## src/rtl/univ_shift_reg.sv

```systemverilog
// ---------------------------------------------------------------------------
// univ_shift_reg
//
// General-purpose holding/shifting register. In IDLE it behaves as a
// parallel-load register with per-cycle shift/rotate modes. A start request
// runs a multi-cycle "shift by amt" operation with a busy/done handshake.
//
// Parameters
//   WIDTH  register width in bits (>= 2)
//   AMT_W  width of the shift-amount input
//
// Ports
//   clk     rising-edge clock
//   rst     synchronous active-high reset
//   ld      parallel load enable (IDLE only)
//   din     parallel load data
//   mode    shift mode: 000 HOLD, 001 SHL, 010 SHR, 011 ROL, 100 ROR,
//           101 ASR, 110/111 HOLD
//   start   request a multi-cycle shift of amt steps (IDLE only)
//   amt     step count for start
//   sin_r   serial bit entering the LSB on SHL
//   sin_l   serial bit entering the MSB on SHR
//   dout    register contents
//   sout_l  dout[WIDTH-1]
//   sout_r  dout[0]
//   busy    multi-cycle shift in progress
//   done    one-cycle pulse after the last step of a multi-cycle shift
// ---------------------------------------------------------------------------
module univ_shift_reg #(
  parameter int WIDTH = 16,
  parameter int AMT_W = 5
) (
  input  logic             clk,
  input  logic             rst,
  input  logic             ld,
  input  logic [WIDTH-1:0] din,
  input  logic [2:0]       mode,
  input  logic             start,
  input  logic [AMT_W-1:0] amt,
  input  logic             sin_r,
  input  logic             sin_l,
  output logic [WIDTH-1:0] dout,
  output logic             sout_l,
  output logic             sout_r,
  output logic             busy,
  output logic             done
);

  typedef enum logic [2:0] {
    M_HOLD = 3'b000,
    M_SHL  = 3'b001,
    M_SHR  = 3'b010,
    M_ROL  = 3'b011,
    M_ROR  = 3'b100,
    M_ASR  = 3'b101
  } shift_mode_e;

  typedef enum logic {
    S_IDLE,
    S_RUN
  } state_e;

  state_e           state_q, state_d;
  logic [WIDTH-1:0] data_q, data_d;
  logic [AMT_W-1:0] count_q, count_d;
  logic [2:0]       lmode_q, lmode_d;
  logic             done_q, done_d;

  // One step of the selected mode; reserved encodings fall through to hold.
  function automatic logic [WIDTH-1:0] shift_step(
    input logic [2:0]       m,
    input logic [WIDTH-1:0] d,
    input logic             sr,
    input logic             sl
  );
    case (shift_mode_e'(m))
      M_SHL:   shift_step = {d[WIDTH-2:0], sr};
      M_SHR:   shift_step = {sl, d[WIDTH-1:1]};
      M_ROL:   shift_step = {d[WIDTH-2:0], d[WIDTH-1]};
      M_ROR:   shift_step = {d[0], d[WIDTH-1:1]};
      M_ASR:   shift_step = {d[WIDTH-1], d[WIDTH-1:1]};
      default: shift_step = d;
    endcase
  endfunction

  // count_q holds the steps still to apply after the current edge; the run
  // ends on the edge where it reads 1, so the counter never wraps.
  always_comb begin
    // NOTE: every signal assigned here gets a default first so no path can
    // leave it unassigned and infer a latch.
    state_d = state_q;
    data_d  = data_q;
    count_d = count_q;
    lmode_d = lmode_q;
    done_d  = 1'b0;

    case (state_q)
      S_IDLE: begin
        if (ld) begin
          data_d = din;
        end else if (start) begin
          lmode_d = mode;
          if (amt != '0) data_d = shift_step(mode, data_q, sin_r, sin_l);
          if (amt <= AMT_W'(1)) begin
            done_d = 1'b1;
          end else begin
            count_d = amt - AMT_W'(1);
            state_d = S_RUN;
          end
        end else begin
          data_d = shift_step(mode, data_q, sin_r, sin_l);
        end
      end

      S_RUN: begin
        data_d  = shift_step(lmode_q, data_q, sin_r, sin_l);
        count_d = count_q - AMT_W'(1);
        if (count_q == AMT_W'(1)) begin
          state_d = S_IDLE;
          done_d  = 1'b1;
        end
      end

      default: state_d = S_IDLE;
    endcase
  end

  always_ff @(posedge clk) begin
    // NOTE: sequential state uses non-blocking assignments so every register
    // samples the pre-edge values regardless of statement order.
    if (rst) begin
      // NOTE: all control and data state is reset, including the latched mode,
      // so a reset mid-run leaves no stale operation behind.
      state_q <= S_IDLE;
      data_q  <= '0;
      count_q <= '0;
      lmode_q <= 3'b000;
      done_q  <= 1'b0;
    end else begin
      state_q <= state_d;
      data_q  <= data_d;
      count_q <= count_d;
      lmode_q <= lmode_d;
      done_q  <= done_d;
    end
  end

  assign dout   = data_q;
  assign sout_l = data_q[WIDTH-1];
  assign sout_r = data_q[0];
  assign busy   = (state_q == S_RUN);
  assign done   = done_q;

endmodule
```

## config.mk

```make
export PLATFORM = sky130hd
export DESIGN_NAME = univ_shift_reg
export DESIGN_NICKNAME = d
export VERILOG_FILES = /design/src/rtl/univ_shift_reg.sv
export SDC_FILE = /design/constraint.sdc
export NUM_CORES = 1
export LEC_CHECK = 0
export BUFFER_PORTS_ARGS = -buffer_cell sky130_fd_sc_hd__buf_2
export CORE_MARGIN = 4
export CORE_UTILIZATION = 47
export DETAILED_ROUTE_END_ITERATION = 12
export GPL_TIMING_DRIVEN = 1
export HOLD_SLACK_MARGIN = 0.02
export PLACE_DENSITY = 0.84
export SKIP_CTS_REPAIR_TIMING = 1
export SLEW_MARGIN = 20
export SYNTH_ARGS = -nofsm -noshare
export SYNTH_HDL_FRONTEND = slang
export SYNTH_SLANG_ARGS = --single-unit
```

## constraint.sdc

```tcl
create_clock -name clk -period 2.1 [get_ports clk]
set_input_delay 0.42 -clock clk [delete_from_list [all_inputs] [get_ports clk]]
set_output_delay 0.42 -clock clk [all_outputs]
set_load 0.02 [all_outputs]
```

# --- Yosys cells after proc, flatten, opt, wreduce, memory -nomap -nowiden ---
# Index checks and enable logic that the tools add are counted.
word_totals:
  ff_bits: 26
  inputBits: 30
  output_inout_bits: 20
  elab_cells: 54
classes:
  add_sub_neg: 2
  n_lt_le_gt_ge: 1
  n_eq_ne: 18
  n_mux: 20
  n_bitwise: 2
  reduce_logical: 5
ops:
  columns: ["op", "n"]
  rows:
  - ["case mux 16 bit (5 select lines)", 2]
  - ["2-to-1 mux 16 bit", 3]
  - ["case mux 16 bit (2 select lines)", 1]
  - ["2-to-1 mux 5 bit", 3]
  - ["equality test 3 x 2 -> 1 bit, second input constant", 4]
  - ["equality test 3 bit, second input constant", 4]
  - ["case mux 5 bit (2 select lines)", 1]
  - ["subtractor 5 x 1 -> 5 bit, second input constant", 2]
  - ["AND reduction 3 bit", 3]
  - ["2-to-1 mux 1 bit", 8]
  - ["!= test 2 bit, second input constant", 4]
  - ["equality test 3 x 1 -> 1 bit, second input constant", 2]
  - ["!= test 6 x 1 -> 1 bit, second input constant", 1]
  - ["equality test 5 x 1 -> 1 bit, second input constant", 1]
  - ["less-or-equal comparator 5 x 1 -> 1 bit, second input constant", 1]
  - ["!= test 5 x 1 -> 1 bit, second input constant", 1]
  - ["nonzero test 5 bit", 1]
  - ["!= test 4 bit, second input constant", 1]
  - ["case mux 1 bit (2 select lines)", 2]
  - ["NOT 1 bit", 2]
  - ["AND reduction 2 bit", 1]

# --- Logic depth before layout (Yosys ltp) ---
# Gate-level depths: netlist (run 1).
logic_depth:
  depth_word: 6
  mapped_depth: 10

# --- Worst setup path after synthesis (run 1) ---
# Ideal clock, no wire load.
synth_timing:
  path_type: "reg2reg"
  startpoint: "reg lmode_q[2]"
  endpoint: "reg data_q[11], in the netlist dout[11]"
  setup_time_ps: 117
  arrival_time_ps: 1880
  required_time_ps: 1983
  setup_slack_ps: 104
  stages_incl_launch_ff: 11
  n_path_buf: 3
  synth_period_minus_slack_ps: 1996
  path_cell_list: "dfxtp_1 -> buf_2 -> inv_2 -> ha_1 -> clkbuf_1 -> clkbuf_1 -> nor3b_1 -> a21oi_1 -> o21ai_0 -> a22o_1 -> a22o_1"
synth_between:
  elab_chain_len: 3
synth_rtl:
  columns: ["item", "line", "rtl"]
  rows:
  - ["from (decl)", "66", "logic [2:0] lmode_q, lmode_d;"]
  - ["from (signal assigned)", "143", "lmode_q <= lmode_d;"]
  - ["equality test 3 bit (tied with other cells)", "76", "case (shift_mode_e'(m))"]
  - ["case mux 16 bit (5 select lines) or != test 6 x 1 -> 1 bit (tied branches)", null, null]
  - ["case mux 16 bit (2 select lines) or AND reduction 2 bit (tied branches)", null, null]
  - ["to (signal assigned)", "141", "data_q <= data_d;"]
  - ["to (decl)", "64", "logic [WIDTH-1:0] data_q, data_d;"]
# Several ways; a longest one is shown, not always the timed one.
# A chain may end at the register's enable or synchronous reset.

# --- Worst setup path in the final report (run 1) ---
layout_timing:
  startpoint: "reg lmode_q[2]"
  endpoint: "reg data_q[0], in the netlist dout[0]"
# The elaborated chain is that of the path after synthesis.

==> results.py, run 1 <==
metrics = {
    "status": {
        "status": "finished clean",
    },
    "final_layout": {
        "final_common_cell": "buf_2",
        "fin_util_pct": 56.4,
        "area_growth_pct": 14.0,
        "final_cell_mix": "buf_2 (49), a21oi_1 (43), o21ai_0 (29), inv_1 (28), a22o_1 (28)",
        "drive_gt1_share_pct": 20.6,
        "instances_no_fill": 448,
        "antennaDiodeCount": 0,
        "nets": 416,
    },
    "logic_synthesis": {
        "syn_avg_cell_area_um2": 7.50,
        "synthArstFlopShare_pct": 0,
        "ys_seq_elements": 26,
        "ys_warn_count": 0,
        "ys.flop_type": "dfxtp_1",
        "syn_inst": 343,
        "syn_area_um2": 2570,
        "yosys.cell_types.count": 49,
        "synth_edf_count": 0,
        "synth_nets": 379,
        "seq_area_frac_synth_pct": 20.2,
    },
    "timing": {
        "period_minus_slack_ns": 1.93,
        "rsz0062_at_grt": "false",
        "hold_violations": 0,
        "setup_viol_count_final": 0,
        "fin_ws_ns": 0.166,
        "tightestPinTransition_ns": 0.658,
        "fin_hold_ws_ns": 0.492,
        "clock_skew_ns": 0.00557,
        "finalMaxSlewViolations": 0,
        "fin_tns_setup_ns": 0,
        "post-route-period-util_pct": 92.1,
        "fmax_mhz": 517,
        "slew_headroom_pct": 56.1,
    },
    "die": {
        "coreArea_um2": 5200,
        "chipHeight_um": 82,
        "start_util_pct": 49.4,
        "rows": 26,
        "fp.dieW_um": 82,
        "die-area_um2": 6720,
        "io-pin-count": 50,
    },
    "power": {
        "power_frac_seq_pct": 40.6,
        "switchingPower_mw": 0.608,
        "pwr-share-comb_pct": 39.7,
        "p_int_mw": 0.945,
        "clkPwrFrac_pct": 19.7,
        "irDropWorstVdd_v": 0.000323,
        "switching_share_pct": 39.1,
        "p_per_area_nw_per_um2": 529,
        "p_leak_nw": 1.24,
    },
    "grt": {
        "grt_max_degree": 34,
        "gr-total-overflow": 0,
        "grtUsageTotal_pct": 21.6,
        "first_global_vias": 2467,
        "antenna_found_initial": 0,
        "grt_pass1_wl_mm": 11.7,
    },
    "critical_path": {
        "cp-end-kind": "register",
        "worstSetupPathType": "register to register",
        "cp_max_fo": 33,
        "startpoint_type": "register",
        "cp.required_ns": 2.27,
        "arrival_ns": 2.10,
    },
    "clock_tree": {
        "cts_tree": "built",
        "cts_made_buffers": 3,
        "clock_latency_ns": 0.28,
        "cts_root_buf": "clkbuf_8",
        "clkTransAtPathRegs_ns": 0.10,
        "htree_levels": 1,
        "cts.path.max_buffers": 2,
        "clock_sinks": 26,
    },
    "routing": {
        "ant_nets": 0,
        "drtIter0Drc": 312,
        "vias": 2774,
        "wl_per_cell_um": 16.1,
        "drt_wl_total_mm": 7.21,
        "drc": 0,
        "first_pass_iters": 4,
        "viasPerCell": 6.19,
    },
    "placed_design": {
        "place.gp.congestion": 0.892,
        "port_buffers": 49,
        "dp_slack_ns": -0.117,
        "dp_hpwl_mm": 5.03,
        "dp.cells": 445,
    },
    "job": {
        "maxCapViolCount": 0,
    },
    "worst_hold_path": {
        "hold_class": "input port to register",
    },
}
path summary, 6_finish.rpt:
path                           start                      end  slack (ns)  cells past startpoint
max          lmode_q[2]$_SDFFE_PP0P_     dout[0]$_SDFFE_PP0P_        0.17                      8
min                              rst  lmode_q[1]$_SDFFE_PP0P_        0.49                      2
max reg2reg  lmode_q[2]$_SDFFE_PP0P_     dout[0]$_SDFFE_PP0P_        0.17                      8
min reg2reg  count_q[4]$_SDFFE_PP0P_  count_q[4]$_SDFFE_PP0P_        0.53                      3
layer usage:
metal  vias to the layer above  global-route usage (%)  wire [um]
met1                      1299                    28.0       3060
met3                        13                    2.96        485
met2                       112                    37.2       3570
li1                       1350                       -          -
met5                         -                       0          0
met4                         0                    5.98         99
stage by stage:
stage	power (mW)	area, um2
4_1_cts	1.55	2920
3_3_place_gp	1.22	2880
3_5_place_dp	1.25	2880
2_1_floorplan	1.06	2570
6_report	1.55	2930
5_1_grt	1.64	2930
Yosys cell counts, types with 5 or more instances:
cell,n,share of area [%]
buf_2,12,2.3
nor3b_1,16,4.7
nand2b_1,5,1.2
ha_1,6,2.9
o21ai_0,29,5.6
clkbuf_1,17,2.5
a221oi_1,14,4.8
nor2b_1,17,4.1
nor3_1,5,0.97
dfxtp_1,26,20
a21oi_1,43,8.4
a22oi_1,15,4.4
mux2i_1,17,6.6
inv_1,28,4.1
nor2_1,8,1.2
nand2_1,10,1.5
a22o_1,28,9.5
area by class of cell:
cell class                 count  area [um2]
clock buffer                   3        41.3
fill                         503        2270
inverter                      29         109
multi-input combinational    254        1790
sequential                    26         520
tap                           70        87.6
timing repair buffer          66         389
logic make-up (layout without fill, tap and decap cells):
group	Yosys count	count (layout)	synth area share [%]
XOR/XNOR	3	3	1.02
AO/OA/AOI/OAI	152	152	40.4
buffers and inverters	63	98	10.6
multiplexers	17	17	6.61
adder cells (fa/ha/maj)	6	6	2.92
AND/OR/NAND/NOR	76	76	18.2
flip-flops	26	26	20.2
sequential cells by signal, summed over array words and instances (netlist names):
signal	count
busy	1
count_q	5
done	1
dout	16
lmode_q	3
power by group through the flow:
stage               combinational [mW]  sequential [mW]  clock, mW
floorplan                        0.410            0.652          0
global placement                 0.586            0.634          0
detailed placement               0.608            0.639          0
CTS                              0.610            0.628      0.308
global route                     0.676            0.640      0.329
finish                           0.617            0.631      0.305
critical path, stage by stage (launching register included):
cell	delay [ns]
dfxtp_1	0.36
inv_2	0.05
ha_1	0.34
buf_6	0.27
nand2b_1	0.15
a21oi_1	0.05
a2111oi_0	0.39
a211o_1	0.15
a21oi_1	0.06
No activity file was read; power rests on OpenSTA's default activity.
==> run 2, diff against run 1 <==
--- a/config.mk
+++ b/config.mk
@@ -6,12 +6,13 @@
 export NUM_CORES = 1
 export LEC_CHECK = 0
 export BUFFER_PORTS_ARGS = -buffer_cell sky130_fd_sc_hd__buf_2
+export CORE_ASPECT_RATIO = 1.25
 export CORE_MARGIN = 4
 export CORE_UTILIZATION = 47
 export DETAILED_ROUTE_END_ITERATION = 12
 export GPL_TIMING_DRIVEN = 1
 export HOLD_SLACK_MARGIN = 0.02
-export PLACE_DENSITY = 0.84
+export PLACE_DENSITY = 0.82
 export SKIP_CTS_REPAIR_TIMING = 1
 export SLEW_MARGIN = 20
 export SYNTH_ARGS = -nofsm -noshare
==> constraint.sdc (replaced) <==
create_clock -name clk -period 2.3 [get_ports clk]
set_input_delay 0.46 -clock clk [delete_from_list [all_inputs] [get_ports clk]]
set_output_delay 0.46 -clock clk [all_outputs]
set_load 0.02 [all_outputs]
==> results.py, run 2 (synthesis results as in run 1) <==
metrics = {
    "timing": {
        "finalMaxSlewViolations": 0,
        "post-route-period-util_pct": 90.0,
        "rsz0062_at_grt": "false",
        "clock_skew_ns": 0.00581,
        "fin_tns_setup_ns": 0,
        "setup_viol_count_final": 0,
        "slew_headroom_pct": 55.8,
        "hold_violations": 0,
        "fmax_mhz": 483,
        "tightestPinTransition_ns": 0.662,
        "fin_ws_ns": 0.230,
        "period_minus_slack_ns": 2.07,
    },
    "placed_design": {
        "place.gp.congestion": 0.893,
        "dpl_cell_area_um2": 2830,
        "port_buffers": 49,
        "dp_slack_ns": 0.0395,
        "dp_hpwl_mm": 4.92,
    },
    "worst_hold_path": {
        "hold_class": "input port to register",
    },
    "power": {
        "p_leak_nw": 1.22,
        "irDropWorstVdd_v": 0.000342,
        "p_per_area_nw_per_um2": 488,
    },
    "final_layout": {
        "final_common_cell": "buf_2",
        "final_cell_mix": "buf_2 (49), a21oi_1 (43), o21ai_0 (29), inv_1 (28), a22o_1 (28)",
        "nFillCells": 526,
        "area_growth_pct": 12.0,
        "drive_gt1_share_pct": 19.3,
        "antennaDiodeCount": 0,
        "largest_reg_flops": 16,
        "nets": 411,
        "fin_area_um2": 2880,
    },
    "clock_tree": {
        "cts_tree": "built",
        "cts_root_buf": "clkbuf_8",
        "htree_levels": 1,
        "cts_made_buffers": 3,
        "clock_sinks": 26,
        "cts.path.max_buffers": 2,
        "clkTransAtPathRegs_ns": 0.10,
        "clock_latency_ns": 0.28,
    },
    "critical_path": {
        "r2r-end": "dout[0]$_SDFFE_PP0P_",
        "cp.required_ns": 2.47,
        "worstPathCellList": "inv_2 -> ha_1 -> buf_4 -> nand2b_1 -> a21oi_1 -> a2111oi_0 -> a211o_1 -> a21oi_1",
        "cp-end-kind": "register",
        "worstSetupPathType": "register to register",
        "startpoint_type": "register",
        "crit_slowest_cell": "a2111oi_0",
        "arrival_ns": 2.24,
        "reg2reg_slack_ns": 0.23,
        "rr_worst_depth": 8,
        "cp_max_fo": 33,
        "cp_slowest_stage_delay_ns": 0.38,
        "r2r_start": "lmode_q[2]$_SDFFE_PP0P_",
        "cp_common_cell": "a21oi_1",
        "startpoint": "lmode_q[2]$_SDFFE_PP0P_",
        "cp-endpoint": "dout[0]$_SDFFE_PP0P_",
    },
    "routing": {
        "wl_per_cell_um": 16.5,
        "drtIter0Drc": 289,
        "drc": 0,
        "drt_wl_total_mm": 7.16,
        "ant_nets": 0,
        "vias": 2762,
        "viasPerCell": 6.35,
        "first_pass_iters": 4,
    },
    "grt": {
        "grt_max_degree": 34,
        "gr-total-overflow": 0,
        "antenna_found_initial": 0,
        "grtUsageTotal_pct": 21.2,
        "first_global_vias": 2592,
        "grt_pass1_wl_mm": 11.7,
    },
    "die": {
        "die-area_um2": 6730,
        "io-pin-count": 50,
        "chipHeight_um": 90.7,
        "start_util_pct": 49.6,
        "fp.dieW_um": 74.2,
        "coreArea_um2": 5190,
        "rows": 29,
    },
    "job": {
        "maxCapViolCount": 0,
    },
    "status": {
        "status": "finished clean",
    },
}
## run 2: changes by cell type in the layout (fill, tap and decap cells not counted), sizes merged
cell,previous run,this run
buf,66,61
## run 2: final cells by class
cell class	count	area, um2	share of cell area, %
clock buffers	3	41.3	1.43
well taps	62	77.6	2.69
multi-input cells	254	1790	62.0
inverters	29	109	3.78
repair buffers	61	348	12.1
flip-flops and latches	26	520	18.1
## run 2: power by group
| part | total [mW] | switching, mW | internal, mW |
|---|---|---|---|
| clock network | 0.277 | 0.159 | 0.118 |
| logic | 0.556 | 0.314 | 0.242 |
| registers | 0.573 | 0.0788 | 0.494 |
| total | 1.41 | 0.552 | 0.854 |
## run 2: worst min-delay path by stage
stage	startpoint	to	depth (start not counted)
detailed placement	count_q[2]$_SDFFE_PP0P_	count_q[2]$_SDFFE_PP0P_	2
CTS	mode[0]	lmode_q[0]$_SDFFE_PP0P_	3
global placement	count_q[2]$_SDFFE_PP0P_	count_q[2]$_SDFFE_PP0P_	2
global route	mode[0]	lmode_q[0]$_SDFFE_PP0P_	3
floorplan	count_q[2]$_SDFFE_PP0P_	count_q[2]$_SDFFE_PP0P_	2
finish	mode[0]	lmode_q[0]$_SDFFE_PP0P_	3
## run 2: stage by stage
step / hold WS [ns] / cells / total power, mW / util [%]
after global placement: 0.502 / 432 / 1.11 / 54.6
after floorplan: 0.483 / 343 / 0.970 / -
final: 0.497 / 435 / 1.41 / 55.5
after detailed placement: 0.511 / 432 / 1.13 / 54.6
after global routing: 0.532 / 435 / 1.49 / 55.5
after CTS: 0.494 / 435 / 1.40 / 55.4
## run 2: per-layer routing
metal  GRT usage (%)  vias to the layer above  share of wire, %
met1            27.6                     1306                42
li1                -                     1338                 -
met5               0                        -                 0
met2            34.9                      105                48
met3            2.67                       13               7.3
met4            7.70                        0               1.9
## run 2: critical path, delay by kind of cell (launching register included)
kind / cells / cell delay, ns
AND/OR/NAND/NOR: 1 / 0.21
adder cells (fa/ha/maj): 1 / 0.33
AO/OA/AOI/OAI: 4 / 0.65
buffers and inverters: 2 / 0.40
flip-flops: 1 / 0.36
==> run 3, diff against run 2 <==
--- a/config.mk
+++ b/config.mk
@@ -11,7 +11,6 @@
 export CORE_UTILIZATION = 47
 export DETAILED_ROUTE_END_ITERATION = 12
 export GPL_TIMING_DRIVEN = 1
-export HOLD_SLACK_MARGIN = 0.02
 export PLACE_DENSITY = 0.82
 export SKIP_CTS_REPAIR_TIMING = 1
 export SLEW_MARGIN = 20
==> constraint.sdc (replaced) <==
create_clock -name clk -period 2.1 [get_ports clk]
set_input_delay 0.42 -clock clk [delete_from_list [all_inputs] [get_ports clk]]
set_output_delay 0.42 -clock clk [all_outputs]
set_load 0.02 [all_outputs]
==> results.py, run 3 (synthesis results as in run 1) <==
metrics = {
    "power": {
        "p_per_area_nw_per_um2": 542,
        "p_leak_nw": 1.26,
        "irDropWorstVdd_v": 0.000330,
    },
    "final_layout": {
        "nFillCells": 483,
        "largest_reg_flops": 16,
        "nets": 418,
        "area_growth_pct": 14.9,
        "instances_no_fill": 443,
        "final_common_cell": "buf_2",
        "drive_gt1_share_pct": 21.3,
        "final_cell_mix": "buf_2 (49), a21oi_1 (43), o21ai_0 (29), inv_1 (28), a22o_1 (28)",
        "antennaDiodeCount": 0,
    },
    "critical_path": {
        "arrival_ns": 2.21,
        "worstPathCellList": "inv_2 -> ha_1 -> nor3b_4 -> a22oi_1 -> o21ai_0 -> a22o_1 -> a22o_1",
        "cp_max_fo": 14,
        "cp_common_cell": "a22o_1",
        "crit_buf_inv": 1,
        "cp_slowest_stage_delay_ns": 0.57,
        "cp-end-kind": "register",
        "cp_top_family": "compound AO/OA/AOI/OAI gates",
        "cp.required_ns": 2.32,
        "worstSetupPathType": "register to register",
        "crit_slowest_cell": "nor3b_4",
        "startpoint_type": "register",
    },
    "timing": {
        "fmax_mhz": 504,
        "fin_ws_ns": 0.116,
        "fin_hold_ws_ns": 0.444,
        "hold_violations": 0,
        "setup_viol_count_final": 0,
        "rsz0062_at_grt": "true",
        "post-route-period-util_pct": 94.5,
        "clock_skew_ns": 0.00235,
        "period_minus_slack_ns": 1.98,
        "slew_headroom_pct": 56.7,
        "finalMaxSlewViolations": 0,
        "tightestPinTransition_ns": 0.649,
    },
    "clock_tree": {
        "clock_latency_ns": 0.27,
        "clkTransAtPathRegs_ns": 0.10,
        "cts_root_buf": "clkbuf_8",
        "cts_made_buffers": 3,
        "cts.path.max_buffers": 2,
        "htree_levels": 1,
        "clock_sinks": 26,
        "cts_tree": "built",
    },
    "routing": {
        "ant_nets": 0,
        "drtIter0Drc": 357,
        "drt_wl_total_mm": 7.48,
        "drc": 0,
        "first_pass_iters": 5,
        "viasPerCell": 6.40,
        "wl_per_cell_um": 16.9,
        "vias": 2833,
    },
    "die": {
        "fp.dieW_um": 74.2,
        "coreArea_um2": 5190,
        "die-area_um2": 6730,
        "io-pin-count": 50,
        "chipHeight_um": 90.7,
        "start_util_pct": 49.6,
        "rows": 29,
    },
    "placed_design": {
        "port_buffers": 49,
        "dp_slack_ns": -0.136,
        "dp.cells": 439,
        "place.gp.congestion": 0.943,
        "dp_hpwl_mm": 5.15,
    },
    "grt": {
        "grt_pass1_wl_mm": 12.3,
        "met2_usage_pct": 37.0,
        "top_usage_layer": "met2",
        "antenna_found_initial": 0,
        "grt_use_met1_pct": 27.0,
        "grtUsageTotal_pct": 22.1,
        "use_met3_pct": 3.79,
        "grt_max_degree": 34,
        "gr-total-overflow": 0,
        "first_global_vias": 2758,
    },
    "status": {
        "status": "finished clean",
    },
    "worst_hold_path": {
        "hold_class": "input port to register",
    },
    "job": {
        "maxCapViolCount": 0,
    },
}
## run 3: path summary, 6_finish.rpt
kind | start | end | slack [ns] | depth (start not counted)
max | lmode_q[2]$_SDFFE_PP0P_ | dout[13]$_SDFFE_PP0P_ | 0.12 | 7
min | mode[0] | lmode_q[0]$_SDFFE_PP0P_ | 0.44 | 3
min reg2reg | dout[15]$_SDFFE_PP0P_ | dout[15]$_SDFFE_PP0P_ | 0.55 | 2
max reg2reg | lmode_q[2]$_SDFFE_PP0P_ | dout[13]$_SDFFE_PP0P_ | 0.12 | 7
## run 3: stage by stage
stage	instance area [um2]	util, %	total power, mW	TNS [ns]
floorplan	2570	-	1.06	0
finish	2960	57.0	1.60	0
CTS	2940	56.7	1.59	-0.0265
global route	2960	57.0	1.69	-0.0155
detailed placement	2890	55.6	1.25	-1.69
global placement	2890	55.6	1.23	-0.0228
## run 3: area by class of cell
cell class,instances,area (um2),area share [%]
timing repair buffer,68,404,13.7
multi-input combinational,254,1790,60.6
clock buffer,4,55.1,1.86
inverter,29,109,3.68
sequential,26,520,17.6
tap,62,77.6,2.62
## run 3: metal layers
metal / wire, um / up-vias
met4: 140 / 0
met3: 533 / 16
met2: 3750 / 125
met1: 3060 / 1335
li1: - / 1357
met5: 0 / -
## run 3: worst reg2reg max path, cell delays in order, from the launching register on
cell and delay [ns]:
dfxtp_1 0.35, inv_2 0.06, ha_1 0.33, nor3b_4 0.57
a22oi_1 0.14, o21ai_0 0.16, a22o_1 0.19, a22o_1 0.13
## run 3: power by group
group,internal [mW],switching [mW],leakage [nW]
combinational,0.278,0.352,1.02
sequential,0.541,0.0891,0.214
clock,0.168,0.173,0.0288
total,0.987,0.614,1.26
